--- src/rtl/sw_onehot_reader.sv ---
// ============================================================================
//  Module   : sw_onehot_reader
//  Brief    : Synchronises and debounces a 10-bit one-hot slide-switch bank
//             and decodes the accepted pattern into a registered binary index.
//  Options  : define PRIORITY_ENCODE_EN to resolve multi-hot patterns to the
//             lowest set bit instead of flagging sel_err.
//  Revision : 1.0 - initial release
// ============================================================================
`default_nettype none

module sw_onehot_reader #(
  parameter int PRESCALE_W = 14,
  parameter int DEB_COUNT  = 4
) (
  input  logic       clk_50M,
  input  logic       reset,
  input  logic [9:0] sw,
  output logic [3:0] sel,
  output logic       sel_valid,
  output logic       sel_err,
  output logic       sel_changed
);

  localparam logic [3:0]            c_deb     = 4'(DEB_COUNT);
  localparam logic [PRESCALE_W-1:0] c_pre_one = PRESCALE_W'(1);

  logic [9:0]            r_sw_meta;
  logic [9:0]            r_sw_s;
  logic [PRESCALE_W-1:0] r_prescale;
  logic [9:0]            r_cand;
  logic [3:0]            r_match;
  logic [9:0]            r_acc;
  logic [3:0]            r_sel;
  logic                  r_sel_valid;
  logic                  r_sel_err;
  logic                  r_sel_changed;

  logic                  w_tick;
  logic [3:0]            w_match_inc;
  logic                  w_onehot;
  logic [3:0]            w_low;
  logic [3:0]            w_sel;
  logic                  w_valid;
  logic                  w_err;
  logic                  w_changed;

  assign w_tick      = &r_prescale;
  assign w_match_inc = (r_match == c_deb) ? c_deb : (r_match + 4'd1);
  assign w_onehot    = (r_acc != 10'd0) && ((r_acc & (r_acc - 10'd1)) == 10'd0);

  // Lowest set bit of the accepted pattern; scanning downward lets bit 0 win.
  always_comb begin
    w_low = 4'd0;
    for (int i = 9; i >= 0; i--) begin
      if (r_acc[i]) w_low = 4'(i);
    end
  end

  always_comb begin
    w_sel   = r_sel;
    w_valid = 1'b0;
    w_err   = 1'b0;
    if (r_acc == 10'd0) begin
      w_valid = 1'b0;
    end else if (w_onehot) begin
      w_sel   = w_low;
      w_valid = 1'b1;
    end else begin
`ifdef PRIORITY_ENCODE_EN
      w_sel   = w_low;
      w_valid = 1'b1;
`else
      w_err   = 1'b1;
`endif
    end
    w_changed = w_valid && (!r_sel_valid || (w_sel != r_sel));
  end

  always_ff @(posedge clk_50M) begin
    if (reset) begin
      r_sw_meta     <= 10'd0;
      r_sw_s        <= 10'd0;
      r_prescale    <= '0;
      r_cand        <= 10'd0;
      r_match       <= 4'd0;
      r_acc         <= 10'd0;
      r_sel         <= 4'd0;
      r_sel_valid   <= 1'b0;
      r_sel_err     <= 1'b0;
      r_sel_changed <= 1'b0;
    end else begin
      r_sw_meta  <= sw;
      r_sw_s     <= r_sw_meta;
      r_prescale <= r_prescale + c_pre_one;
      if (w_tick) begin
        if (r_sw_s != r_cand) begin
          r_cand  <= r_sw_s;
          r_match <= 4'd1;
        end else begin
          r_match <= w_match_inc;
          // Reloading an identical pattern once saturated is harmless.
          if (w_match_inc == c_deb) r_acc <= r_cand;
        end
      end
      r_sel         <= w_sel;
      r_sel_valid   <= w_valid;
      r_sel_err     <= w_err;
      r_sel_changed <= w_changed;
    end
  end

  assign sel         = r_sel;
  assign sel_valid   = r_sel_valid;
  assign sel_err     = r_sel_err;
  assign sel_changed = r_sel_changed;

endmodule

`default_nettype wire

--- config.mk ---
export PLATFORM = sky130hd
export DESIGN_NAME = sw_onehot_reader
export DESIGN_NICKNAME = d
export VERILOG_FILES = /design/src/rtl/sw_onehot_reader.sv
export SDC_FILE = /design/constraint.sdc
export NUM_CORES = 1
export LEC_CHECK = 0
export CAP_MARGIN = 40
export CORE_UTILIZATION = 45
export DETAILED_ROUTE_END_ITERATION = 12
export PLACE_DENSITY = 0.64
export SETUP_SLACK_MARGIN = 0.3
export SLEW_MARGIN = 20
export SYNTH_ARGS = -nofsm -noshare
export SYNTH_HDL_FRONTEND = slang
export SYNTH_SLANG_ARGS = --single-unit
--- constraint.sdc ---
create_clock -name clk_50M -period 3.5 [get_ports clk_50M]
set_input_delay 0.525 -clock clk_50M [delete_from_list [all_inputs] [get_ports clk_50M]]
set_output_delay 0.525 -clock clk_50M [all_outputs]
set_load 0.05 [all_outputs]
==> impl_summary.log, run 1 <==
[metrics] clock buffers created by TritonCTS: 9
[metrics] actual transition at the worst max-transition pin: between 0.7 and 0.8 ns
[metrics] height of the die: 82.04 um
[metrics] status: finished clean
[metrics] worst hold-check path type: register to register
[metrics] crit end category: output port
[metrics] clock latency on the worst-skew pair: 0.35 ns
[metrics] half-perimeter wire length of the detailed placement result: 3.679 mm
[metrics] Die Footprint: a little under 7000 um^2
[metrics] number of distinct library cells after synthesis: 51
[metrics] Vias per Instance: ~5.6
[metrics] sequential area share after synthesis: 0.4514
[metrics] Top FF cell, synth: dfxtp_1
[metrics] vias in the first global route: about 2k
[metrics] layout-stage area growth over the synthesis result: 12.37%
[metrics] Finished Cell Area: roughly 3200 um^2
[metrics] number of synthesized flops with an enable pin: 0
[metrics] number of violations reported at the end of detailed-routing iteration 0: 86
[metrics] post-route setup slack: between 1 and 1.5 ns
[metrics] startpoint-to-endpoint class of the critical path: register to output port
[metrics] Die X: approximately 80 um
[metrics] crit-path max cell delay: about 0.85 ns
[metrics] Period Utilization, post-route: 0.6203
[metrics] diode count: 0
[metrics] sink count of the clock tree: 65
[metrics] FF+latch count, synth: 65
[metrics] Final Routed Wirelength: between 5 and 6 mm
[metrics] remaining antenna violation count after routing: 0
[metrics] total number of H-tree levels: 3
[metrics] static leakage: approximately 0.0011 uW
[metrics] Post-route DRC: 0
[metrics] Reg area: approximately 1300 um^2
[metrics] Max rail drop VDD: approximately 0.00029 V
[metrics] Max Fclk: 460.6 MHz
[metrics] required arrival time at the worst endpoint: just under 3 ns
[metrics] proportion of synthesized flip-flops having asynchronous set or reset: 0
[metrics] number of maximum-capacitance constraint violations: 0
[metrics] net switching component of the power: around 340 uW
[metrics] Core Box Area: slightly above 6000 um^2
[metrics] Sw Share: 0.2463
[metrics] kind of start point of the critical path: register
[metrics] count of warnings emitted by yosys: 0
[metrics] global-route usage over all layers: 0.1817
[metrics] maximum root-to-sink buffer count: 2
[metrics] Post-Synthesis Net Count: 337
[metrics] Layout Skew: ~0.0061 ns
[metrics] cells traversed along the worst timing path: clkdlybuf4s50_1
[metrics] final setup vio count: 0
[metrics] number of buffer cells added on primary ports: 18
[metrics] cell area after placement: 3062 um^2
[metrics] worst setup slack after placement: between 1 and 1.5 ns
[metrics] combinational power share: 0.035
[metrics] maximum number of pins on one net before global-route repair: 37
[metrics] # Post-CTS Setup Buffers: 0
[metrics] number of antenna violations at the first check in global routing: 0
[metrics] number of endpoints with negative hold slack in the final report: 0
[metrics] Setup TNS Final: 0 ns
[metrics] worst slew slack as a fraction of its limit: 0.4704
[metrics] worst-path maximum fanout: 7
[metrics] Syn Inst Count: around 320
[metrics] synthesized area divided by synthesized cell count: ~9.0 um^2
[metrics] Clk pin slew, worst setup/hold paths: ~0.080 ns
[metrics] global route overflow: 0
[metrics] global-route wire length before repair: between 9 and 10 mm
[metrics] master cell of the clock root buffer: clkbuf_8
[metrics] Filler Cells Inserted: around 570
[metrics] multi-input combinational cell area: ~1500 um^2
[metrics] cell type group with the largest total delay on the critical path: buffers and inverters
[metrics] vias: approximately 2.3k
[metrics] cell-internal power: between 1000 and 1500 uW
[metrics] CTS Hold Bufs: 0
[metrics] number of resized instances in the post-cts repair step: 0
[metrics] buffer and inverter count on the worst path: 1
[metrics] initial core utilization: 0.4756
[metrics] final-stage net count: roughly 350
[metrics] final estimated routing congestion in global placement: around 0.8
[metrics] sequential power share: 0.551
[metrics] Routed wire per std cell: 13.16 um
[metrics] Pre-antenna DRT Iters: 4
[metrics] Min Clock Period, post-route: ~2.2 ns
[metrics] clock share of power: 0.414
[metrics] share of layout cells above drive strength 1: 0.08012
[metrics] cell area after synthesis: ~2900 um^2
[metrics] FP Rows: 28
[metrics] Crit-path slowest cell: clkdlybuf4s50_1
[metrics] power density relative to cell area: between 400 and 500 nW/um^2
[metrics] Worst EP arrival: 1.65 ns
[metrics] TritonCTS clock tree: done
[metrics] unrepaired setup endpoints after global routing: false
[metrics] number of placed I/O pins: 19
[metrics] fin. max-slew vios: 0
[synthesized netlist by cell type (all sizes together) (5+ instances only)]
cell type,count,area (um^2)
nor2b,28,175.2
nor4,6,52.55
dfxtp,65,1301
o21ai,16,80.08
nand3,5,25.02
clkbuf,16,61.30
inv,5,18.77
nand2,23,86.33
nand4,20,125.1
xor2,18,157.7
nor2,28,105.1
o31ai,11,82.58
a21oi,23,115.1
or4,5,42.54
[kinds of logic after synthesis]
family / Yosys count / synth area share
AOI/OAI and AO/OA: 68 / 0.1558
DFF: 65 / 0.4514
and+or+nand+nor: 136 / 0.2630
adders and majority gates: 4 / 0.01649
buffers and inverters: 26 / 0.04297
xor gates and xnor gates: 22 / 0.06684
muxes: 1 / 0.003472
[area by class of cell]
cell class,instances,share of cell area
clock buffers,9,0.03824
clock inverters,7,0.01661
inverters,5,0.005794
multi-input cells,231,0.4500
flip-flops and latches,65,0.4017
well taps,75,0.02897
repair buffers,20,0.05871
[power groups by stage]
stage	sequential (uW)	combinational, uW	clock [uW]
after floorplan	775	32.2	0
after global placement	776	47.4	0
after detailed placement	776	48.0	0
after CTS	759	48.0	593
after global routing	760	53.5	620
final	759	47.6	570
[path summary, 6_finish.rpt]
path	from	end	slack [ns]	cells past startpoint
min	r_sw_meta[6]	r_sw_s[6]	0.44	1
max reg2reg	r_match[0]	r_acc[7]	1.48	7
min reg2reg	r_sw_meta[6]	r_sw_s[6]	0.44	1
max	sel[0]	sel[0]	1.33	1
[layer usage]
layer / vias up / global-route usage / part of all wire
met2: 51 / 0.2926 / 0.46
met1: 1051 / 0.2198 / 0.48
met5: - / 0 / 0
met3: 13 / 0.06111 / 0.039
li1: 1172 / - / -
met4: 0 / 0.07719 / 0.020
[cells in the final DEF (no fill, tap or decap), drive strengths merged, types with 5 or more instances in the layout]
cell type and n:
xor2 18, nor2 28, nor4 6, nand3 5
nand4 20, o21ai 16, a21oi 23, or4 5
nand2 23, o31ai 11, nor2b 28, inv 7
clkbuf 9, dfxtp 65, clkdlybuf4s50 17
[flip-flops by register name, indices dropped and copies added, names as in the netlist, 4 cells and up]
signal      cells
r_cand         10
r_match         4
r_sw_meta      10
r_acc          10
r_sw_s         10
sel             4
r_prescale     14
[through the flow]
stage	hold slack (ns)	power, uW	instances	utilization
3_5_place_dp	0.4220	824.2	396	0.5052
5_1_grt	0.4449	1434	412	0.5345
4_1_cts	0.4375	1400	412	0.5345
3_3_place_gp	0.4167	823.2	396	0.5052
2_1_floorplan	0.4130	806.8	322	-
6_report	0.4357	1377	412	0.5345
No activity file was read; power rests on OpenSTA's default activity.
==> run 2: changes to the inputs <==
Clock period 3.5 ns to 2.2 ns, I/O delays scaled along.
==> impl_summary.log, run 2 (synthesis results as in run 1) <==
[metrics] startpoint-to-endpoint class of the critical path: register to register
[metrics] Layout Skew: 0.009192 ns
[metrics] final-stage net count: between 300 and 400
[metrics] Routed wire per std cell: 13.45 um
[metrics] number of endpoints with negative hold slack in the final report: 0
[metrics] Final Routed Wirelength: between 5 and 6 mm
[metrics] kind of start point of the critical path: register
[metrics] wire length on met3: about 210 um
[metrics] height of the die: 82.04 um
[metrics] worst-path maximum fanout: 7
[metrics] cell-internal power: around 1900 uW
[metrics] number of placed I/O pins: 19
[metrics] number of violations reported at the end of detailed-routing iteration 0: around 130
[metrics] Setup TNS Final: 0 ns
[metrics] final setup vio count: 0
[metrics] power density relative to cell area: a little over 700 nW/um^2
[metrics] Period Utilization, post-route: 0.8264
[metrics] Hold Crit Start: reset
[metrics] register containing the most flip-flops in the final layout: r_prescale
[metrics] sequential power share: 0.503
[metrics] Worst EP arrival: 2.06 ns
[metrics] worst setup slack after placement: roughly 0.27 ns
[metrics] total met2 wirelength after detailed routing: ~2.6 mm
[metrics] number of buffer cells added on primary ports: 18
[metrics] share of layout cells above drive strength 1: 0.1507
[metrics] flip-flop count of the largest register, all copies and words added: 14
[metrics] actual transition at the worst max-transition pin: around 0.53 ns
[metrics] clock buffers created by TritonCTS: 9
[metrics] vias in the first global route: a little over 2k
[metrics] combinational power share: 0.033
[metrics] maximum number of pins on one net before global-route repair: 30
[metrics] required arrival time at the worst endpoint: ~2.4 ns
[metrics] Pre-antenna DRT Iters: 4
[metrics] clock latency on the worst-skew pair: about 0.34 ns
[metrics] total number of H-tree levels: 3
[metrics] worst hold-check path type: input port to register
[metrics] endpoint of the lowest-slack register-to-register path: sel[2]
[metrics] Die Footprint: between 6000 and 7000 um^2
[metrics] unrepaired setup endpoints after global routing: true
[metrics] master cell of the clock root buffer: clkbuf_8
[metrics] Routed met1 length: between 2 and 3 mm
[metrics] crit end category: register
[metrics] Sw Share: 0.2155
[metrics] global route overflow: 0
[metrics] Vias per Instance: 5.507
[metrics] worst hold slack across all endpoints: approximately 0.35 ns
[metrics] Post-route DRC: 0
[metrics] Core Box Area: 6061 um^2
[metrics] static leakage: ~0.0012 uW
[metrics] diode count: 0
[metrics] Die X: 82.04 um
[metrics] Clk pin slew, worst setup/hold paths: approximately 0.08 ns
[metrics] global-route wire length before repair: approximately 9.4 mm
[metrics] most frequent standard cell in the layout excluding fill and tap cells: dfxtp_1
[metrics] number of antenna violations at the first check in global routing: 0
[metrics] vias: about 2.3k
[metrics] clock share of power: 0.464
[metrics] maximum root-to-sink buffer count: 2
[metrics] layout-stage area growth over the synthesis result: 18.23%
[metrics] status: finished clean
[metrics] FP Rows: 28
[metrics] fin. max-slew vios: 0
[metrics] Finished Cell Area: approximately 3400 um^2
[metrics] Register-to-Register Path Depth: 4
[metrics] post-route setup slack: 0.3819 ns
[metrics] remaining antenna violation count after routing: 0
[metrics] sink count of the clock tree: 65
[metrics] Critical R2R Launch: r_acc[4]
[metrics] number of maximum-capacitance constraint violations: 0
[metrics] final estimated routing congestion in global placement: approximately 0.77
[metrics] half-perimeter wire length of the detailed placement result: between 3 and 4 mm
[metrics] Max rail drop VDD: ~0.00089 V
[metrics] global-route usage over all layers: 0.1864
[metrics] cell area after placement: about 3100 um^2
[metrics] uppermost routed layer: met4
[metrics] CTS Hold Bufs: 0
[metrics] TritonCTS clock tree: done
[metrics] worst slew slack as a fraction of its limit: 0.6445
[metrics] Min Clock Period, post-route: between 1.5 and 2 ns
[metrics] slack of the worst reg-to-reg path: ~0.38 ns
[metrics] Hold Crit Endpoint: sel_valid
[metrics] Max Fclk: 550.0 MHz
[metrics] commonest cells after routing, fill and taps aside: dfxtp_1 (60), nor2_1 (28), nor2b_1 (27)
[metrics] net switching component of the power: approximately 520 uW
[metrics] Hold Path Cell Cnt: 2
[metrics] initial core utilization: 0.4756
run 2: worst max-delay path by stage:
stage / startpoint / end / slack (ns)
after floorplan: r_acc[4] / sel_changed / 0.39
final: r_acc[4] / sel[2] / 0.38
after global placement: r_acc[4] / sel_changed / 0.31
after global routing: r_acc[6] / sel_changed / 0.24
after CTS: r_acc[4] / sel[2] / 0.32
after detailed placement: r_acc[4] / sel_changed / 0.27
run 2: layout make-up:
class,instances,area [um^2]
Fill cell,570,2653
Tap cell,75,93.84
Inverter,5,18.77
Sequential cell,65,1308
Timing Repair Buffer,27,241.5
Clock buffer,10,127.6
Clock inverter,6,91.34
Multi-Input combinational cell,232,1528
run 2: worst max-delay path, cell delays in order, from the launching register on:
cell     delay [ns]
dfxtp_2        0.36
or4_4          0.55
o211a_1        0.28
or2_4          0.29
o41ai_2        0.23
run 2: timing repair:
item                       CTS  global route
gates resized for setup      6            20
setup buffers                0             1
setup endpoints to repair    6            20
pin swaps                    0             4
cloned                       0             1
run 2: per-stage QoR:
| stage | total power [uW] | std cells | util |
|---|---|---|---|
| floorplan | 1284 | 322 | - |
| global placement | 1312 | 402 | 0.5126 |
| detailed placement | 1312 | 402 | 0.5126 |
| CTS | 2429 | 418 | 0.5493 |
| global route | 2484 | 420 | 0.5623 |
| finish | 2399 | 420 | 0.5623 |
run 2: power groups by stage:
stage | Sequential [uW] | Clock, uW | Combinational (uW)
CTS | 1210 | 1140 | 78.5
global placement | 1230 | 0 | 77.4
floorplan | 1230 | 0 | 51.3
finish | 1210 | 1110 | 78.1
detailed placement | 1230 | 0 | 78.1
global route | 1210 | 1190 | 88.3
run 2: per-layer routing:
layer,global-route usage,up-vias
met2,0.2876,50
met5,0,-
li1,-,1193
met1,0.2394,1055
met3,0.06111,15
met4,0.07193,0
==> run 3: changes to the inputs <==
Clock period 2.2 ns to 1.9 ns, I/O delays scaled along.
==> impl_summary.log, run 3 (synthesis results as in run 1) <==
[metrics] layout-stage area growth over the synthesis result: 38.06%
[metrics] buffer and inverter count on the worst path: 1
[metrics] remaining antenna violation count after routing: 0
[metrics] crit-path max cell delay: between 0.5 and 0.6 ns
[metrics] commonest cells after routing, fill and taps aside: dfxtp_1 (49), buf_4 (33), nor2b_1 (27)
[metrics] number of placed cells counting well taps: between 400 and 500
[metrics] diode count: 0
[metrics] number of endpoints with negative hold slack in the final report: 0
[metrics] Clk pin slew, worst setup/hold paths: around 0.070 ns
[metrics] Die Footprint: 6731 um^2
[metrics] status: finished clean
[metrics] final estimated routing congestion in global placement: a little under 0.8
[metrics] number of antenna violations at the first check in global routing: 0
[metrics] Sw Share: 0.2201
[metrics] Die X: 82.04 um
[metrics] Layout Skew: around 0.0055 ns
[metrics] unrepaired setup endpoints after global routing: true
[metrics] startpoint-to-endpoint class of the critical path: register to register
[metrics] global-route usage over all layers: 0.2080
[metrics] worst hold slack across all endpoints: slightly below 0.3 ns
[metrics] maximum number of pins on one net before global-route repair: 60
[metrics] core occupancy in the finished layout: 0.6567
[metrics] Core Box Area: approximately 6100 um^2
[metrics] most frequent standard cell in the layout excluding fill and tap cells: dfxtp_1
[metrics] flip-flop count of the largest register, all copies and words added: 14
[metrics] Worst EP arrival: a little over 2 ns
[metrics] Vias per Instance: roughly 5.6
[metrics] share of layout cells above drive strength 1: 0.3456
[metrics] Final Routed Wirelength: approximately 6.8 mm
[metrics] Setup TNS Final: 0 ns
[metrics] Max Fclk: between 500 and 600 MHz
[metrics] sequential power share: 0.499
[metrics] worst-path maximum fanout: 5
[metrics] number of violations reported at the end of detailed-routing iteration 0: ~120
[metrics] combinational power share: 0.041
[metrics] global-route wire length before repair: 10.50 mm
[metrics] final setup vio count: 0
[metrics] clock buffers created by TritonCTS: 9
[metrics] initial core utilization: 0.4756
[metrics] vias: between 2k and 3k
[metrics] global route overflow: 0
[metrics] required arrival time at the worst endpoint: 2.16 ns
[metrics] clock latency on the worst-skew pair: roughly 0.34 ns
[metrics] register containing the most flip-flops in the final layout: r_prescale
[metrics] sink count of the clock tree: 65
[metrics] Min Clock Period, post-route: around 1.8 ns
[metrics] number of non-filler instances in the completed layout: approximately 450
[metrics] kind of start point of the critical path: register
[metrics] static leakage: approximately 0.0015 uW
[metrics] Reg area: 1334 um^2
[metrics] Post-route DRC: 0
[metrics] multi-input combinational cell area: approximately 1800 um^2
[metrics] maximum root-to-sink buffer count: 2
[metrics] number of buffer cells added on primary ports: 18
[metrics] Routed wire per std cell: ~15 um
[metrics] fin. max-slew vios: 0
[metrics] cell-internal power: ~2200 uW
[metrics] Pre-antenna DRT Iters: 5
[metrics] half-perimeter wire length of the detailed placement result: approximately 3.8 mm
[metrics] total number of H-tree levels: 3
[metrics] crit end category: register
[metrics] Period Utilization, post-route: 0.9539
[metrics] actual transition at the worst max-transition pin: 0.5763 ns
[metrics] worst hold-check path type: input port to register
[metrics] Crit-path slowest cell: a2111oi_0
[metrics] worst slew slack as a fraction of its limit: 0.6059
[metrics] final-stage net count: a little under 400
[metrics] cell type group with the largest total delay on the critical path: compound AO/OA/AOI/OAI gates
[metrics] cells traversed along the worst timing path: buf_4 -> or2b_1 -> a2111oi_0 -> a2111oi_2 -> a311oi_2
[metrics] height of the die: a little over 80 um
[metrics] clock share of power: 0.460
[metrics] net switching component of the power: 615.2 uW
[metrics] TritonCTS clock tree: done
[metrics] number of maximum-capacitance constraint violations: 0
[metrics] Filler Cells Inserted: between 400 and 500
[metrics] FP Rows: 28
[metrics] master cell of the clock root buffer: clkbuf_8
[metrics] power density relative to cell area: around 700 nW/um^2
[metrics] Max rail drop VDD: ~0.0006 V
[metrics] vias in the first global route: 2282
[metrics] number of placed I/O pins: 19
## run 3: path summary, 6_finish.rpt
path | from | end | slack [ns] | depth (start not counted)
setup / recovery | r_acc[5] | sel_changed | 0.09 | 5
hold / removal | reset | sel_valid | 0.29 | 2
hold reg to reg | r_sw_meta[8] | r_sw_s[8] | 0.44 | 1
setup reg to reg | r_acc[5] | sel_changed | 0.09 | 5
## run 3: through the flow
step	setup WS, ns	power [uW]	cell area [um^2]
floorplan	0.1805	1489	2930
global placement	0.1253	1523	3184
detailed placement	0.06190	1525	3184
CTS	0.1937	2807	3647
global route	0.01183	2881	3980
finish	0.08756	2795	3980
## run 3: layout make-up
cell class | instances | area share
sequential | 65 | 0.3351
timing repair buffer | 59 | 0.1273
clock buffer | 9 | 0.03112
tap | 75 | 0.02358
clock inverter | 7 | 0.02389
multi-input combinational | 234 | 0.4530
inverter | 5 | 0.005973
## run 3: power groups by stage
stage               Sequential, uW  Clock [uW]  Combinational [uW]
finish                        1390        1290                 115
global route                  1400        1360                 127
CTS                           1390        1310                 100
detailed placement            1430           0                95.6
global placement              1430           0                94.4
floorplan                     1430           0                62.0
## run 3: routing by layer
layer	global-route usage	part of all wire	vias to the layer above
met5	0	0	-
met4	0.1175	0.035	0
met2	0.3512	0.50	52
met3	0.04000	0.031	21
met1	0.2449	0.44	1189
li1	-	-	1270
## run 3: timing repair
action / CTS / global route
endpoints found under the hold margin: 0 / 0
cloned: 3 / 2
endpoints found under the setup margin: 30 / 35
gates resized for setup: 53 / 56
hold buffers: 0 / 0
pin swaps: 21 / 21
setup buffers: 14 / 12
